==> src/rtl/biriscv_vec_issue_sched_pkg.sv <==
// Shared types for the vector issue scheduler: FSM encoding and buffered op payload.
package biriscv_vec_issue_sched_pkg;

    typedef enum logic [1:0] {
        VEC_SCHED_IDLE  = 2'd0,
        VEC_SCHED_HOLD  = 2'd1,
        VEC_SCHED_DRAIN = 2'd2
    } vec_sched_state_e;

    typedef struct packed {
        logic [31:0] instr;
        logic [31:0] pc;
        logic        is_lsu;
    } vec_op_t;

endpackage

==> src/rtl/biriscv_vec_issue_sched_if.sv <==
// Scheduler <-> vector unit handshake: offered op plus accept/done return path.
interface biriscv_vec_issue_sched_if;

    logic        valid;
    logic [31:0] instr;
    logic [31:0] pc;
    logic        is_lsu;
    logic        accept;
    logic        done;

    modport master (
        output valid, instr, pc, is_lsu,
        input  accept, done
    );

    modport slave (
        input  valid, instr, pc, is_lsu,
        output accept, done
    );

endinterface

==> src/rtl/biriscv_vec_credit.sv <==
// Outstanding vector-op counter plus the "vector LSU in flight" flag.
module biriscv_vec_credit #(
    parameter int unsigned MAX_OUTSTANDING = 2,
    localparam int unsigned CW = $clog2(MAX_OUTSTANDING + 1)
) (
    input  logic          clk_i,
    input  logic          rst_i,
    input  logic          inc_i,
    input  logic          dec_i,
    input  logic          flag_set_i,
    input  logic          flag_clr_i,
    output logic [CW-1:0] cnt_o,
    output logic          flag_o
);

    logic [CW-1:0] cnt_q, cnt_d;
    logic          flag_q, flag_d;

    // A done with nothing outstanding is dropped, so it cannot cancel a same-cycle inc.
    always_comb begin
        cnt_d = cnt_q;
        if (inc_i && !(dec_i && cnt_q != '0)) begin
            cnt_d = cnt_q + CW'(1);
        end else if (dec_i && !inc_i && cnt_q != '0) begin
            cnt_d = cnt_q - CW'(1);
        end
    end

    always_comb begin
        flag_d = flag_q;
        if (flag_set_i) begin
            flag_d = 1'b1;
        end else if (flag_clr_i) begin
            flag_d = 1'b0;
        end
    end

    always_ff @(posedge clk_i or posedge rst_i) begin
        if (rst_i) begin
            cnt_q  <= '0;
            flag_q <= 1'b0;
        end else begin
            cnt_q  <= cnt_d;
            flag_q <= flag_d;
        end
    end

    assign cnt_o  = cnt_q;
    assign flag_o = flag_q;

endmodule

==> src/rtl/biriscv_vec_issue_sched.sv <==
// In-order scheduler feeding vector ops from the two decode lanes into one vector unit,
// with an outstanding-op limit and full serialisation around vector loads/stores.
module biriscv_vec_issue_sched
    import biriscv_vec_issue_sched_pkg::*;
#(
    parameter int unsigned MAX_OUTSTANDING = 2
) (
    input  logic        clk_i,
    input  logic        rst_i,
    input  logic        branch_request_i,

    input  logic        lane0_valid_i,
    input  logic [31:0] lane0_instr_i,
    input  logic [31:0] lane0_pc_i,
    input  logic        lane0_lsu_v_i,
    input  logic        lane0_alu_v_i,

    input  logic        lane1_valid_i,
    input  logic [31:0] lane1_instr_i,
    input  logic [31:0] lane1_pc_i,
    input  logic        lane1_lsu_v_i,
    input  logic        lane1_alu_v_i,

    output logic        lane0_accept_o,
    output logic        lane1_accept_o,

    biriscv_vec_issue_sched_if.master vec,

    output logic        lsu_busy_o,
    output logic        busy_o
);

    localparam int unsigned   CW      = $clog2(MAX_OUTSTANDING + 1);
    localparam logic [CW-1:0] MAX_CNT = CW'(MAX_OUTSTANDING);

    vec_sched_state_e state_q, state_d;
    logic             buf_valid_q, buf_valid_d;
    vec_op_t          buf_q, buf_d;

    logic [CW-1:0]    cnt;
    logic             lsu_inflight_q;

    logic             head_valid;
    logic             head_sel1;
    vec_op_t          head_op;
    logic             take;
    logic             issue;

    // A valid lane 0 always owns the head slot, even when scalar: program order.
    always_comb begin
        head_sel1  = !lane0_valid_i;
        head_valid = 1'b0;
        head_op    = '0;
        if (lane0_valid_i) begin
            head_valid = lane0_lsu_v_i | lane0_alu_v_i;
            head_op    = '{instr: lane0_instr_i, pc: lane0_pc_i, is_lsu: lane0_lsu_v_i};
        end else begin
            head_valid = lane1_valid_i & (lane1_lsu_v_i | lane1_alu_v_i);
            head_op    = '{instr: lane1_instr_i, pc: lane1_pc_i, is_lsu: lane1_lsu_v_i};
        end
    end

    assign issue = buf_valid_q & vec.accept;

    always_comb begin
        state_d = state_q;
        take    = 1'b0;
        case (state_q)
            VEC_SCHED_IDLE: begin
                if (head_valid) begin
                    if (head_op.is_lsu) begin
                        if (cnt == '0) begin
                            take    = 1'b1;
                            state_d = VEC_SCHED_HOLD;
                        end else begin
                            state_d = VEC_SCHED_DRAIN;
                        end
                    end else if (cnt < MAX_CNT && !lsu_inflight_q) begin
                        take    = 1'b1;
                        state_d = VEC_SCHED_HOLD;
                    end
                end
            end
            VEC_SCHED_HOLD: begin
                if (issue) begin
                    state_d = VEC_SCHED_IDLE;
                end
            end
            VEC_SCHED_DRAIN: begin
                if (cnt == '0) begin
                    state_d = VEC_SCHED_IDLE;
                end
            end
            default: state_d = VEC_SCHED_IDLE;
        endcase
        if (branch_request_i) begin
            take    = 1'b0;
            state_d = VEC_SCHED_IDLE;
        end
    end

    always_comb begin
        buf_valid_d = buf_valid_q;
        buf_d       = buf_q;
        if (take) begin
            buf_valid_d = 1'b1;
            buf_d       = head_op;
        end else if (issue || branch_request_i) begin
            buf_valid_d = 1'b0;
        end
    end

    always_ff @(posedge clk_i or posedge rst_i) begin
        if (rst_i) begin
            state_q     <= VEC_SCHED_IDLE;
            buf_valid_q <= 1'b0;
            buf_q       <= '0;
        end else begin
            state_q     <= state_d;
            buf_valid_q <= buf_valid_d;
            buf_q       <= buf_d;
        end
    end

    // A flush never cancels an issue already handshaken: that op still completes.
    biriscv_vec_credit #(
        .MAX_OUTSTANDING(MAX_OUTSTANDING)
    ) u_credit (
        .clk_i      (clk_i),
        .rst_i      (rst_i),
        .inc_i      (issue),
        .dec_i      (vec.done),
        .flag_set_i (issue & buf_q.is_lsu),
        .flag_clr_i (vec.done & (cnt == CW'(1)) & !issue),
        .cnt_o      (cnt),
        .flag_o     (lsu_inflight_q)
    );

    // Accepts are combinational, so mask them while reset is asserted.
    assign lane0_accept_o = take & !head_sel1 & !rst_i;
    assign lane1_accept_o = take &  head_sel1 & !rst_i;

    assign vec.valid  = buf_valid_q;
    assign vec.instr  = buf_q.instr;
    assign vec.pc     = buf_q.pc;
    assign vec.is_lsu = buf_q.is_lsu;

    assign lsu_busy_o = lsu_inflight_q | (buf_valid_q & buf_q.is_lsu);
    assign busy_o     = buf_valid_q | (cnt != '0);

endmodule
==> src/flat_wrapper.sv <==
// flat-port wrapper written by rule: the top's interface ports become plain ports
module biriscv_vec_issue_sched_flat import biriscv_vec_issue_sched_pkg::*;
#(
    parameter int unsigned MAX_OUTSTANDING = 2
)
  (clk_i, rst_i, branch_request_i, lane0_valid_i, lane0_instr_i, lane0_pc_i, lane0_lsu_v_i, lane0_alu_v_i, lane1_valid_i, lane1_instr_i, lane1_pc_i, lane1_lsu_v_i, lane1_alu_v_i, lane0_accept_o, lane1_accept_o, lsu_busy_o, busy_o, vec_valid, vec_instr, vec_pc, vec_is_lsu, vec_accept, vec_done);
  biriscv_vec_issue_sched_if vec_i ();
  input  logic clk_i;
  input  logic rst_i;
  input  logic branch_request_i;
  input  logic lane0_valid_i;
  input  logic [31:0] lane0_instr_i;
  input  logic [31:0] lane0_pc_i;
  input  logic lane0_lsu_v_i;
  input  logic lane0_alu_v_i;
  input  logic lane1_valid_i;
  input  logic [31:0] lane1_instr_i;
  input  logic [31:0] lane1_pc_i;
  input  logic lane1_lsu_v_i;
  input  logic lane1_alu_v_i;
  output logic lane0_accept_o;
  output logic lane1_accept_o;
  output logic lsu_busy_o;
  output logic busy_o;
  output wire logic [$bits(vec_i.valid)-1:0] vec_valid;
  output wire logic [$bits(vec_i.instr)-1:0] vec_instr;
  output wire logic [$bits(vec_i.pc)-1:0] vec_pc;
  output wire logic [$bits(vec_i.is_lsu)-1:0] vec_is_lsu;
  input wire logic [$bits(vec_i.accept)-1:0] vec_accept;
  input wire logic [$bits(vec_i.done)-1:0] vec_done;
  assign vec_valid = vec_i.valid;
  assign vec_instr = vec_i.instr;
  assign vec_pc = vec_i.pc;
  assign vec_is_lsu = vec_i.is_lsu;
  assign vec_i.accept = vec_accept;
  assign vec_i.done = vec_done;
  biriscv_vec_issue_sched #(.MAX_OUTSTANDING(MAX_OUTSTANDING)) u_core (.clk_i(clk_i), .rst_i(rst_i), .branch_request_i(branch_request_i), .lane0_valid_i(lane0_valid_i), .lane0_instr_i(lane0_instr_i), .lane0_pc_i(lane0_pc_i), .lane0_lsu_v_i(lane0_lsu_v_i), .lane0_alu_v_i(lane0_alu_v_i), .lane1_valid_i(lane1_valid_i), .lane1_instr_i(lane1_instr_i), .lane1_pc_i(lane1_pc_i), .lane1_lsu_v_i(lane1_lsu_v_i), .lane1_alu_v_i(lane1_alu_v_i), .lane0_accept_o(lane0_accept_o), .lane1_accept_o(lane1_accept_o), .vec(vec_i), .lsu_busy_o(lsu_busy_o), .busy_o(busy_o));
endmodule
==> config.mk <==
export PLATFORM = sky130hd
export DESIGN_NAME = biriscv_vec_issue_sched_flat
export DESIGN_NICKNAME = d
export VERILOG_FILES = /design/src/rtl/biriscv_vec_issue_sched_pkg.sv /design/src/rtl/biriscv_vec_issue_sched_if.sv /design/src/rtl/biriscv_vec_credit.sv /design/src/rtl/biriscv_vec_issue_sched.sv /design/src/flat_wrapper.sv
export SDC_FILE = /design/constraint.sdc
export NUM_CORES = 1
export LEC_CHECK = 0
export BUFFER_PORTS_ARGS = -buffer_cell sky130_fd_sc_hd__buf_2
export CAP_MARGIN = 20
export CORE_MARGIN = 2
export CORE_UTILIZATION = 44
export DETAILED_ROUTE_END_ITERATION = 10
export HOLD_SLACK_MARGIN = 0.03
export PLACE_DENSITY = 0.8
export SLEW_MARGIN = 40
export SYNTH_ARGS = -nofsm -noshare
export SYNTH_HDL_FRONTEND = slang
export SYNTH_SLANG_ARGS = --single-unit
==> constraint.sdc <==
create_clock -name clk_i -period 4.6 [get_ports clk_i]
set_clock_uncertainty 0.1 [all_clocks]
set_input_delay 0.92 -clock clk_i [delete_from_list [all_inputs] [get_ports clk_i]]
set_output_delay 0.92 -clock clk_i [all_outputs]
set_load 0.03 [all_outputs]
---- Word level (Yosys, flattened, before mapping) ----
Index checks and enable logic that the tools add are counted.
storage, ports and cells
  bits of input ports ..................... 139
  ROM bits ................................ 0
  memory bits (writable) .................. 0
  latch bits .............................. 0
  output and inout port bits .............. 70
  memories ................................ 0
  flip-flop bits (word level) ............. 71
  logic and storage cells ................. 71
operators by class
  eq/ne operators ......................... 7
  shift operators ......................... 0
  bitwise operators ....................... 14
  divide/modulo/power cells ............... 0
  mux-type cells .......................... 22
  reduce and logical (&&, ||, !) cells .... 18
  add/subtract/negate cells ............... 2
  $mul .................................... 0
  magnitude comparators ................... 1
operator list
  cell                                                                      count
  65-bit 2-to-1 mux                                                         1
  2-bit 2-to-1 mux                                                          9
  1-bit 2-to-1 mux                                                          11
  1-bit AND                                                                 10
  3-bit by 2-bit inequality test with 1-bit output (second input constant)  3
  2-bit nonzero test                                                        4
  2-bit one-hot mux with 3 select lines                                     1
  1-bit logical AND                                                         5
  1-bit logical NOT                                                         5
  2-bit by 1-bit equality test with 1-bit output (second input constant)    2
  2-bit logical NOT                                                         2
  4-bit by 2-bit inequality test with 1-bit output (second input constant)  1
  1-bit OR                                                                  4
  4-bit AND reduction                                                       1
  2-bit by 1-bit adder with 2-bit output (second input constant)            1
  2-bit equality test (second input constant)                               1
  2-bit less-than comparator (second input constant)                        1
  2-bit by 1-bit subtractor with 2-bit output (second input constant)       1
  1-bit logical OR                                                          1

---- Depth between registers and ports, before layout ----
  depth after elaboration ................. 9
  mapped depth ............................ 7
  gate-level depth less buffers ........... 5

---- Modules after synthesis ----
From an unflattened synthesis, not the netlist that was laid out.
second synthesis, totals
  cell total of the unflattened synthesis .. 256
  area, all modules ....................... 3579.7 um2
modules (own cells, without submodules)
  module                   sequential area each (um2)  cells an instance  instances  area each (um2)
  biriscv_vec_issue_sched  1701.6                      241                1          3432.0
  biriscv_vec_credit       75.1                        15                 1          147.6

---- Worst setup path before layout ----
OpenSTA, ideal clock, no wires.
  path kind ............................... input -> output
  start ................................... input lane0_valid_i
  end ..................................... output lane0_accept_o
  cell stages on the path ................. 7
  arrival time ............................ 2.657 ns
  setup slack ............................. 0.923 ns
  data required time ...................... 3.580 ns
  path buffers ............................ 3
  path through ............................ buf_6 -> mux2_4 -> mux2_4 -> nand3_4 -> buf_8 -> buf_6 -> nor3b_1
between the ends
  cells in the longest elaborated chain, start to end .. 7
  elaborated cells on any way between the ends .. 8
ends and longest elaborated chain
  item                       RTL line                        source
  start, declared            flat_wrapper.sv:11              input logic lane0_valid_i;
  65-bit 2-to-1 mux          biriscv_vec_issue_sched.sv:54   if (lane0_valid_i) begin
  1-bit 2-to-1 mux           biriscv_vec_issue_sched.sv:71   if (head_op.is_lsu) begin
  1-bit 2-to-1 mux           biriscv_vec_issue_sched.sv:70   if (head_valid) begin
  1-bit 2-to-1 mux           biriscv_vec_issue_sched.sv:68   case (state_q)
  1-bit 2-to-1 mux           biriscv_vec_issue_sched.sv:96   if (branch_request_i) begin
  1-bit AND * (2 in series)  biriscv_vec_issue_sched.sv:140  assign lane0_accept_o = take & !head_sel1 & !rst_i;
  end, declared              flat_wrapper.sv:21              output logic lane0_accept_o;
Mark *: on every way between the ends. The rest lies on a longest branch, timed or not.

---- Worst setup path after layout ----
Ends and elaborated chain as after synthesis.

==> impl_metrics.toml <==
[run_status]
status = "finished, final reports clean"

[synth]
synth_top_family_by_area = "multiplexers"
yosys.area.top_type = "dfrtp_1"
yosys.area.top_type_share_pct = 49.3
syn-instance-count = 254
synth_compound_area_share_pct = 2.12
syn_avg_cell_area_um2 = 14.2
synth-seq-area-share_pct = 49.3
yosys.area_share.adder_pct = 0.694
yosys.area_share.simple_pct = 2.78
synth-seq-cells = 71
muxShareOfSynthArea_pct = 41.1
netlist_area_um2 = 3610
synth_nets = 395
yosys.cell_types.count = 30
synthTopCellsByArea = "dfrtp_1 49%, mux2_2 32%, mux2_1 8.4%, buf_8 1.2%, mux2_4 0.83%"
synthXorXnorAreaFrac_pct = 0.486
yosysWarnings = 0

[timing]
maxSlewHeadroom_pct = 53.3
finalCritPeriodShare_pct = 73.2
tns_ns = 0
tightest_slew_ns = 0.700
rsz0062_at_grt = "false"
min_period_ns = 3.37
setup_violations = 0
final_hold_viol_count = 0
setup_ws_ns = 1.23
report.final.slew_viol_count = 0
fmax_ghz = 0.297

[floorplanning]
die_y_um = 94.5
start_util_pct = 44.6
placementRows = 33
dieArea_um2 = 8940
fp.dieW_um = 94.5
io_pins = 209
core_area_um2 = 8090

[clock_network]
cts_setup_buffers = 0
clockRootBuffer = "clkbuf_8"
max-clock-path-buffers = 2
cts_tree = "done"
cts_resized = 0
holdBufCountCts = 0
clkTransAtPathRegs_ns = 0.07
cts_max_level = 3
insertion_delay_ns = 0.35
clock-sinks = 71
cts_buffers = 9

[placement]
place_inst = 555
port_buffers = 208
gp_congestion = 0.699
place_ws_ns = 1.23
place.detailed.hpwl_um = 6340

[power]
p_leak_nw = 2.49
power_density_nw_per_um2 = 643
irDropWorstVdd_v = 0.000358
p_sw_mw = 1.33
clockPowerShare_pct = 19.2
cellInternalPower_mw = 1.84
finalPower_mw = 3.17
seqPwrFrac_pct = 34.0
p_sw_share_pct = 41.9
pwr-share-comb_pct = 46.9

[detailed_routing]
first_pass_iters = 4
initialDrtViolationCount = 29
post_drt_wl_per_cell_um = 14.6
drt-total-wl_um = 8330
drc = 0
final_antenna_net_count = 0
num_vias = 2795
avgViaCountPerCell = 4.90

[global_route]
grt_max_degree = 66
track_usage_pct = 19.0
grt_antenna_before_repair = 0
grt_pass1_wl_um = 13100
globalRoute.totalOverflow = 0
first_global_vias = 2784

[worst_setup_path]
path_class = "in2out"
end_kind = "output pin"
critPathMaxFanout = 17
critPathArrivalTime_ns = 2.35
critPathLaunchType = "primary input"
cp.required_ns = 3.58

[cells_and_area]
drive_gt1_share_pct = 71.4
final_cell_mix = "208 x buf_2, 101 x mux2_2, 71 x dfrtp_1, 27 x mux2_1, 10 x clkbuf_8"
syn_to_final_growth_pct = 36.7
layout_commonest_cell = "buf_2"
layout.nets = 602
antennaDiodeCount = 0
fin_cells = 570

[hold_path]
min_path_type = "reg2reg"

[job]
maxCapViolCount = 0
[area by class of cell]
class,instances,area (um2)
Clock buffer,10,138
Clock inverter,5,106
Fill cell,691,3160
Inverter,3,11.3
Multi-Input combinational cell,165,1700
Sequential cell,71,1780
Tap cell,105,131
Timing Repair Buffer,211,1070
[through the flow]
stage	hold WS, ns	cell area [um2]	utilization, %
final	0.357	4930	60.9
after global routing	0.371	4930	60.9
after CTS	0.359	4930	60.9
after detailed placement	0.350	4680	57.9
after global placement	0.336	4680	57.9
after floorplan	0.326	3610	-
[synthesized netlist by cell type]
cell / n
nand3_1: 1
mux2_4: 2
clkbuf_1: 6
a21oi_1: 4
nor3b_1: 1
ha_1: 2
nand3_4: 1
dfrtp_1: 71
nor2_1: 3
nand3b_1: 1
a21o_1: 1
a22o_1: 1
inv_1: 3
a211oi_1: 1
buf_2: 1
a31o_2: 1
nor4_1: 1
a311oi_1: 1
buf_8: 3
mux2_2: 101
o21ai_1: 1
nand2_1: 6
nand2b_1: 2
o21ai_0: 2
buf_4: 3
xnor2_1: 2
buf_6: 2
mux2i_1: 1
mux2_1: 27
nor3_1: 2
[critical path: stages]
cell     delay, ns
buf_2         0.32
mux2_4        0.37
mux2_4        0.22
nand3_4       0.07
nor3b_1       0.21
buf_2         0.23
[routing by layer]
layer  share of wire (%)  track usage [%]  vias up
met4                 1.1             5.07        0
met1                  36             20.8     1328
met3                 9.7             7.58       10
met2                  53             34.3      126
met5                   0                0        -
li1                    -                -     1331
[cell families (layout without fill, tap and decap cells)]
family                   Yosys count  after routing
AO/OA/AOI/OAI                     12             12
XOR/XNOR                           2              2
multiplexers                     131            131
buffers and inverters             18            229
adder cells (fa/ha/maj)            2              2
flip-flops                        71             71
AND/OR/NAND/NOR                   18             18
[power by group through the flow]
stage	clock network, mW	registers (mW)	logic, mW
finish	0.608	1.08	1.49
global placement	0	1.07	1.46
floorplan	0	1.66	0.468
CTS	0.618	1.08	1.50
detailed placement	0	1.09	1.50
global route	0.659	1.12	1.58
[state kept, by name, summed over array words and instances (netlist names)]
register,count
u_core.state_q,2
u_core.u_credit.cnt_o,2
u_core.u_credit.flag_o,1
u_core.vec.instr,32
u_core.vec.is_lsu,1
u_core.vec.pc,32
u_core.vec.valid,1
[path summary, 6_finish.rpt]
check                                              start  cells after the start  slack [ns]              endpoint
worst max-delay path                       lane0_valid_i                      6        1.23        lane0_accept_o
worst min register to register         u_core.state_q[1]                      1        0.36     u_core.state_q[0]
worst min-delay path                   u_core.state_q[1]                      1        0.36     u_core.state_q[0]
min in group asynchronous                          rst_i                      2        0.60     u_core.vec.pc[18]
worst max register to register  u_core.u_credit.cnt_o[1]                      6        2.36  u_core.vec.instr[30]
max in group asynchronous                          rst_i                      3        2.83     u_core.vec.pc[30]
Note: power is estimated with default switching activity, not from simulation.
